--- src/rtl/key_pkg.sv ---
`default_nettype none
// ============================================================================
// key_pkg : shared types and sizes for the RSA modulus generator
// Revision: 1.0
// ============================================================================
package key_pkg;

  localparam int WORDSIZE_DEF = 32;
  localparam int REJ_W        = 16;

  typedef enum logic [1:0] {
    GET_P = 2'd0,
    GET_Q = 2'd1,
    MUL   = 2'd2,
    DONE  = 2'd3
  } key_state_t;

endpackage
`default_nettype wire

--- src/rtl/rsa_modulus_gen_if.sv ---
`default_nettype none
// ============================================================================
// rsa_modulus_gen_if : candidate intake and key delivery signals
// Revision: 1.0
// ============================================================================
interface rsa_modulus_gen_if
  import key_pkg::*;
#(
  parameter int WORDSIZE = WORDSIZE_DEF
);
  logic [WORDSIZE-1:0]   cand;
  logic                  cand_valid;
  logic                  cand_is_prime;
  logic                  cand_ready;
  logic [WORDSIZE-1:0]   p_out;
  logic [WORDSIZE-1:0]   q_out;
  logic [2*WORDSIZE-1:0] n_out;
  logic [2*WORDSIZE-1:0] phi_out;
  logic                  key_valid;
  logic                  key_ack;
  logic                  busy;
  logic [REJ_W-1:0]      reject_cnt;

  modport master (
    output cand, cand_valid, cand_is_prime, key_ack,
    input  cand_ready, p_out, q_out, n_out, phi_out, key_valid, busy, reject_cnt
  );

  modport slave (
    input  cand, cand_valid, cand_is_prime, key_ack,
    output cand_ready, p_out, q_out, n_out, phi_out, key_valid, busy, reject_cnt
  );
endinterface
`default_nettype wire

--- src/rtl/shift_add_mul.sv ---
`default_nettype none
// ============================================================================
// shift_add_mul : sequential multiplier, one multiplier bit per cycle
// Revision: 1.0
// ============================================================================
module shift_add_mul #(
  parameter int WORDSIZE = 32
) (
  input  wire logic                  clk,
  input  wire logic                  reset,
  input  wire logic                  start,
  input  wire logic [WORDSIZE-1:0]   a,
  input  wire logic [WORDSIZE-1:0]   b,
  output logic      [2*WORDSIZE-1:0] product,
  output logic                       done
);
  localparam int CNT_W = (WORDSIZE > 1) ? $clog2(WORDSIZE) : 1;
  localparam logic [CNT_W-1:0] LAST = CNT_W'(WORDSIZE - 1);

  logic [2*WORDSIZE-1:0] acc;
  logic [2*WORDSIZE-1:0] mcand;
  logic [WORDSIZE-1:0]   mplier;
  logic [CNT_W-1:0]      cnt;
  logic                  running;

  always_ff @(posedge clk or negedge reset) begin
    if (!reset) begin
      acc     <= '0;
      mcand   <= '0;
      mplier  <= '0;
      cnt     <= '0;
      running <= 1'b0;
      done    <= 1'b0;
    end else if (start) begin
      acc     <= '0;
      mcand   <= {{WORDSIZE{1'b0}}, a};
      mplier  <= b;
      cnt     <= '0;
      running <= 1'b1;
      done    <= 1'b0;
    end else if (running) begin
      if (mplier[0]) begin
        acc <= acc + mcand;
      end
      mcand  <= mcand << 1;
      mplier <= mplier >> 1;
      cnt    <= cnt + CNT_W'(1);
      if (cnt == LAST) begin
        running <= 1'b0;
        done    <= 1'b1;
      end
    end
  end

  assign product = acc;

endmodule
`default_nettype wire

--- src/rtl/rsa_modulus_gen.sv ---
`default_nettype none
// ============================================================================
// rsa_modulus_gen : collects two distinct odd primes, builds n and phi
// Revision: 1.0
// ============================================================================
module rsa_modulus_gen
  import key_pkg::*;
#(
  parameter int WORDSIZE = WORDSIZE_DEF
) (
  input wire logic         clk,
  input wire logic         reset,
  rsa_modulus_gen_if.slave bus
);
  key_state_t            state;
  logic [WORDSIZE-1:0]   p_reg;
  logic [WORDSIZE-1:0]   q_reg;
  logic [2*WORDSIZE-1:0] n_reg;
  logic [2*WORDSIZE-1:0] phi_reg;
  logic [REJ_W-1:0]      rej_reg;
  logic                  ready_reg;
  logic                  valid_reg;
  logic                  busy_reg;

  logic                  take;
  logic                  reject;
  logic                  start_mul;
  logic [2*WORDSIZE-1:0] n_prod;
  logic [2*WORDSIZE-1:0] phi_prod;
  logic                  n_done;
  logic                  phi_done;

  assign take   = bus.cand_valid && ready_reg;
  assign reject = !bus.cand_is_prime || !bus.cand[0] ||
                  (bus.cand < WORDSIZE'(3)) ||
                  ((state == GET_Q) && (bus.cand == p_reg));
  // Multipliers load on the same edge that accepts q, so the WORDSIZE
  // bit-steps fill the following edges and the result lands one edge later.
  assign start_mul = take && !reject && (state == GET_Q);

  shift_add_mul #(.WORDSIZE(WORDSIZE)) u_mul_n (
    .clk     (clk),
    .reset   (reset),
    .start   (start_mul),
    .a       (p_reg),
    .b       (bus.cand),
    .product (n_prod),
    .done    (n_done)
  );

  shift_add_mul #(.WORDSIZE(WORDSIZE)) u_mul_phi (
    .clk     (clk),
    .reset   (reset),
    .start   (start_mul),
    .a       (p_reg - WORDSIZE'(1)),
    .b       (bus.cand - WORDSIZE'(1)),
    .product (phi_prod),
    .done    (phi_done)
  );

  always_ff @(posedge clk or negedge reset) begin
    if (!reset) begin
      state     <= GET_P;
      p_reg     <= '0;
      q_reg     <= '0;
      n_reg     <= '0;
      phi_reg   <= '0;
      rej_reg   <= '0;
      ready_reg <= 1'b1;
      valid_reg <= 1'b0;
      busy_reg  <= 1'b0;
    end else begin
      case (state)
        GET_P, GET_Q: begin
          if (take) begin
            if (reject) begin
              if (rej_reg != '1) begin
                rej_reg <= rej_reg + REJ_W'(1);
              end
            end else if (state == GET_P) begin
              p_reg <= bus.cand;
              state <= GET_Q;
            end else begin
              q_reg     <= bus.cand;
              state     <= MUL;
              ready_reg <= 1'b0;
              busy_reg  <= 1'b1;
            end
          end
        end
        MUL: begin
          if (n_done && phi_done) begin
            n_reg     <= n_prod;
            phi_reg   <= phi_prod;
            valid_reg <= 1'b1;
            busy_reg  <= 1'b0;
            state     <= DONE;
          end
        end
        DONE: begin
          if (bus.key_ack) begin
            valid_reg <= 1'b0;
            ready_reg <= 1'b1;
            state     <= GET_P;
          end
        end
        default: begin
          state     <= GET_P;
          ready_reg <= 1'b1;
          valid_reg <= 1'b0;
          busy_reg  <= 1'b0;
        end
      endcase
    end
  end

  assign bus.cand_ready = ready_reg;
  assign bus.p_out      = p_reg;
  assign bus.q_out      = q_reg;
  assign bus.n_out      = n_reg;
  assign bus.phi_out    = phi_reg;
  assign bus.key_valid  = valid_reg;
  assign bus.busy       = busy_reg;
  assign bus.reject_cnt = rej_reg;

endmodule
`default_nettype wire

--- src/flat_wrapper.sv ---
// flat-port wrapper written by rule: the top's interface ports become plain ports
module rsa_modulus_gen_flat import key_pkg::*;
#(
  parameter int WORDSIZE = WORDSIZE_DEF
)
  (clk, reset, bus_cand, bus_cand_valid, bus_cand_is_prime, bus_key_ack, bus_cand_ready, bus_p_out, bus_q_out, bus_n_out, bus_phi_out, bus_key_valid, bus_busy, bus_reject_cnt);
  rsa_modulus_gen_if #(.WORDSIZE(WORDSIZE)) bus_i ();
  input wire logic clk;
  input wire logic reset;
  input wire logic [$bits(bus_i.cand)-1:0] bus_cand;
  input wire logic [$bits(bus_i.cand_valid)-1:0] bus_cand_valid;
  input wire logic [$bits(bus_i.cand_is_prime)-1:0] bus_cand_is_prime;
  input wire logic [$bits(bus_i.key_ack)-1:0] bus_key_ack;
  output wire logic [$bits(bus_i.cand_ready)-1:0] bus_cand_ready;
  output wire logic [$bits(bus_i.p_out)-1:0] bus_p_out;
  output wire logic [$bits(bus_i.q_out)-1:0] bus_q_out;
  output wire logic [$bits(bus_i.n_out)-1:0] bus_n_out;
  output wire logic [$bits(bus_i.phi_out)-1:0] bus_phi_out;
  output wire logic [$bits(bus_i.key_valid)-1:0] bus_key_valid;
  output wire logic [$bits(bus_i.busy)-1:0] bus_busy;
  output wire logic [$bits(bus_i.reject_cnt)-1:0] bus_reject_cnt;
  assign bus_i.cand = bus_cand;
  assign bus_i.cand_valid = bus_cand_valid;
  assign bus_i.cand_is_prime = bus_cand_is_prime;
  assign bus_i.key_ack = bus_key_ack;
  assign bus_cand_ready = bus_i.cand_ready;
  assign bus_p_out = bus_i.p_out;
  assign bus_q_out = bus_i.q_out;
  assign bus_n_out = bus_i.n_out;
  assign bus_phi_out = bus_i.phi_out;
  assign bus_key_valid = bus_i.key_valid;
  assign bus_busy = bus_i.busy;
  assign bus_reject_cnt = bus_i.reject_cnt;
  rsa_modulus_gen #(.WORDSIZE(WORDSIZE)) u_core (.clk(clk), .reset(reset), .bus(bus_i));
endmodule
--- config.mk ---
export PLATFORM = sky130hd
export DESIGN_NAME = rsa_modulus_gen_flat
export DESIGN_NICKNAME = d
export VERILOG_FILES = /design/src/rtl/key_pkg.sv /design/src/rtl/rsa_modulus_gen_if.sv /design/src/rtl/shift_add_mul.sv /design/src/rtl/rsa_modulus_gen.sv /design/src/flat_wrapper.sv
export SDC_FILE = /design/constraint.sdc
export NUM_CORES = 1
export LEC_CHECK = 0
export ABC_AREA = 1
export CORE_MARGIN = 2
export CORE_UTILIZATION = 40
export DETAILED_ROUTE_END_ITERATION = 10
export PLACE_DENSITY = 0.62
export RECOVER_POWER = 50
export SYNTH_ARGS = -nofsm -noshare
export SYNTH_HDL_FRONTEND = slang
export SYNTH_HIERARCHICAL = 1
export SYNTH_SLANG_ARGS = --single-unit
--- constraint.sdc ---
create_clock -name clk -period 5.5 [get_ports clk]
set_input_delay 0.825 -clock clk [delete_from_list [all_inputs] [get_ports clk]]
set_output_delay 0.825 -clock clk [all_outputs]
set_load 0.05 [all_outputs]
==> flow_summary.toml <==
[run_status]
outcome = "complete, but fails checks"
violated_checks = "capacitance limit, slew limit"

[worst_setup_path]
worstSetupStartpointType = "register"
reg2regPathDepth = 7
cpMaxStageDelayCell = "sky130_fd_sc_hd__clkbuf_1"
critical_setup_path_class = "reg -> reg"
crit_path_max_incr_delay_ns = 1.51
cp.arrival_ns = 4.40
critical_path.startpoint = "u_core/state[0]"
cell_family_with_most_cp_delay = "buffers and inverters"
worstReg2RegStart = "u_core/state[0]"
critical_path.n_buffers_inverters = 3
cpMostUsedCell = "sky130_fd_sc_hd__inv_1"
worst_setup_path_end_kind = "register"
reg2reg_slack_ns = 1.64
cells_traversed_along_the_worst_timing_path = "inv_1 -> ha_1 -> inv_1 -> nor3_1 -> clkbuf_1 -> a21oi_1 -> a31oi_1"
reg2reg_end = "u_core/bus.key_valid"
cp_max_fo = 40
crit_required_ns = 6.05

[logic_synthesis]
synth_top_cell_by_area = "sky130_fd_sc_hd__dfrtp_1"
ys_top_cells_by_count = "sky130_fd_sc_hd__nand2_1, sky130_fd_sc_hd__inv_1, sky130_fd_sc_hd__dfrtp_1"
netlist_area_um2 = 35600
ys_types = 48
share_of_yosys_cell_area_claimed_by_the_top_area_cell_type_pct = 38.4
synth.ff_latch_count = 547
synth.net_count = 5517
warning_count_from_the_yosys_run = 6
post-synth-top-count-cell = "sky130_fd_sc_hd__nand2_1"
async_reset_ff_share_pct = 100
number_of_synthesized_flops_with_an_enable_pin = 0
syn_inst = 5340
yosys-top-cells-area = "sky130_fd_sc_hd__dfrtp_1, sky130_fd_sc_hd__nand2_1, sky130_fd_sc_hd__inv_1"
syn-mean-instance-area_um2 = 6.66
seq_area_frac_synth_pct = 38.5
dominantRegCellSynth = "sky130_fd_sc_hd__dfrtp_1"

[cells_and_area]
area_growth_pct = 15.9
nFillCells = 9182
num-nets-final = 5710
final_layout_size_suffix_gt1_share_pct = 5.48

[power_and_ir_drop]
p_leak_uw = 0.0231
power-per-cell-area_nw_per_um2 = 207
p_total_uw = 8520
irDropWorstVdd_mv = 0.210

[worst_hold_path]
hold_class = "in -> async"

[clocking]
clk_pin_slew_worst_paths_ns = 0.06
clock_tree_root = "sky130_fd_sc_hd__clkbuf_16"
clock_tree_from_tritoncts = "done"
cts_inserted_buffers = 66
post_cts.repair.setup_buffers = 0
ctsHoldBuffers = 0
ctsHtreeMaxLevel = 3
cts_repair_resize_count = 0
cts_sinks = 547
source_to_sink_clock_delay_at_the_later_pin_of_the_worst_skew_pair_ns = 0.63
cts-root-to-sink-buffers = 3

[timing]
finalHoldViolCount = 0
period_minus_slack_ns = 3.86
relSlewSlack_pct = -109
tns_ns = 0
tightestPinTransition_ns = 3.14
skew_ns = 0.0436
period_share_pct = 70.1
setup_repair_after_global_routing_missed_its_margin = "false"
timing.fmax_mhz = 259
final_max_tran_viols = 425
setup-violations-final = 0

[routing]
dr_wl_met2_um = 52300
vias_per_cell = 4.96
remaining_drc_errors = 0
wirelength_um = 119000
detail-route-antenna-nets = 0
dr.pass1.iters = 5
dr_wl_met3_um = 7990
dr.max_layer_used = "met5"
wl_per_cell_um = 17.7
drt_met1_wl_um = 55600
dr.first_iter.drc_count = 2682
routed_vias = 33488

[floorplan]
chipWidth_um = 302
floorplan.core_area_um2 = 88200
placementRows = 109
die_height_um = 302
dieArea_um2 = 91400
initial_core_util_pct = 40.3
ioPinCount = 248

[global_routing]
grt_pass1_vias = 31893
antenna_found_initial = 3
wire_length_of_the_first_global_routing_pass_um = 185000
pin_count_of_the_biggest_net_entering_global_routing = 119
globalRouteTotalUtil_pct = 26.1
global_route.overflow_total = 0

[place]
globalplace.congestion = 0.998
dpl.hpwl_um = 91400
place.port_buffers = 247

[run]
timing.max_cap.violations = 5
[how the worst max path moves through the flow]
stage | to | slack, ns | cells past startpoint
after floorplan | u_core/u_mul_phi/product[0] | 2.38 | 20
after global placement | u_core/u_mul_n/mplier[11] | 1.26 | 15
after detailed placement | u_core/u_mul_n/mplier[14] | 1.19 | 15
after CTS | u_core/u_mul_n/product[5] | 1.85 | 21
after global routing | u_core/bus.n_out[17] | 1.04 | 2
final | u_core/bus.key_valid | 1.64 | 7
[placed cells by master, fill, tap and decap left out, types with 14 or more instances in the layout]
master / count
sky130_fd_sc_hd__nand2_1: 2300
sky130_fd_sc_hd__o221ai_1: 107
sky130_fd_sc_hd__clkdlybuf4s50_1: 193
sky130_fd_sc_hd__clkbuf_1: 17
sky130_fd_sc_hd__xor2_1: 61
sky130_fd_sc_hd__dfrtp_1: 546
sky130_fd_sc_hd__a21oi_1: 128
sky130_fd_sc_hd__clkinv_2: 14
sky130_fd_sc_hd__inv_2: 21
sky130_fd_sc_hd__nor2_2: 51
sky130_fd_sc_hd__dlygate4sd3_1: 53
sky130_fd_sc_hd__o21ai_0: 94
sky130_fd_sc_hd__ha_1: 138
sky130_fd_sc_hd__nor3_1: 38
sky130_fd_sc_hd__buf_4: 28
sky130_fd_sc_hd__nand3_1: 237
sky130_fd_sc_hd__o21ai_1: 23
sky130_fd_sc_hd__nor2_1: 282
sky130_fd_sc_hd__xnor2_1: 22
sky130_fd_sc_hd__nand2_2: 47
sky130_fd_sc_hd__clkbuf_16: 67
sky130_fd_sc_hd__nand4_1: 90
sky130_fd_sc_hd__nand3_2: 18
sky130_fd_sc_hd__inv_1: 884
[layout make-up]
type / instances / area (µm²) / area share [%]
diodes: 1 / 2.50 / 0.00607
clock buffers: 91 / 1870 / 4.53
clock inverters: 25 / 234 / 0.567
inverters: 909 / 3420 / 8.28
multi-input cells: 3724 / 17800 / 43.1
flip-flops and latches: 547 / 13700 / 33.2
well taps: 1165 / 1460 / 3.53
repair buffers: 285 / 2790 / 6.77
[routing by layer]
layer | GRT usage (%) | vias up
met5 | 0 | -
met4 | 7.90 | 4
met3 | 3.86 | 150
met2 | 40.6 | 986
met1 | 37.4 | 15478
li1 | - | 16870
[cell families after synthesis]
family          Yosys count  synth area share (%)
compound gates          400                  7.09
xor+xnor                 83                  2.04
buf+inv                1069                  11.6
fa+ha+maj               140                  4.97
simple gates           3101                  35.9
flops                   547                  38.5
[through the flow]
| step | hold WS (ns) | std cells | setup WS (ns) | utilization (%) | instance area [µm²] |
|---|---|---|---|---|---|
| 2_1_floorplan | 0.449 | 5340 | 2.38 | - | 35600 |
| 3_5_place_dp | 0.457 | 6630 | 1.19 | 44.4 | 39200 |
| 4_1_cts | 0.231 | 6746 | 1.85 | 46.8 | 41300 |
| 3_3_place_gp | 0.452 | 6630 | 1.26 | 44.4 | 39200 |
| 6_report | 0.207 | 6747 | 1.64 | 46.7 | 41200 |
| 5_1_grt | 0.263 | 6747 | 1.04 | 46.7 | 41200 |
[where the power goes]
group          internal [µW]  leakage, µW  switching [µW]
sequential              4030      0.00672               0
clock                   2480      0.00104            1810
combinational           44.5       0.0153             156
Note: power is estimated with default switching activity, not from simulation.
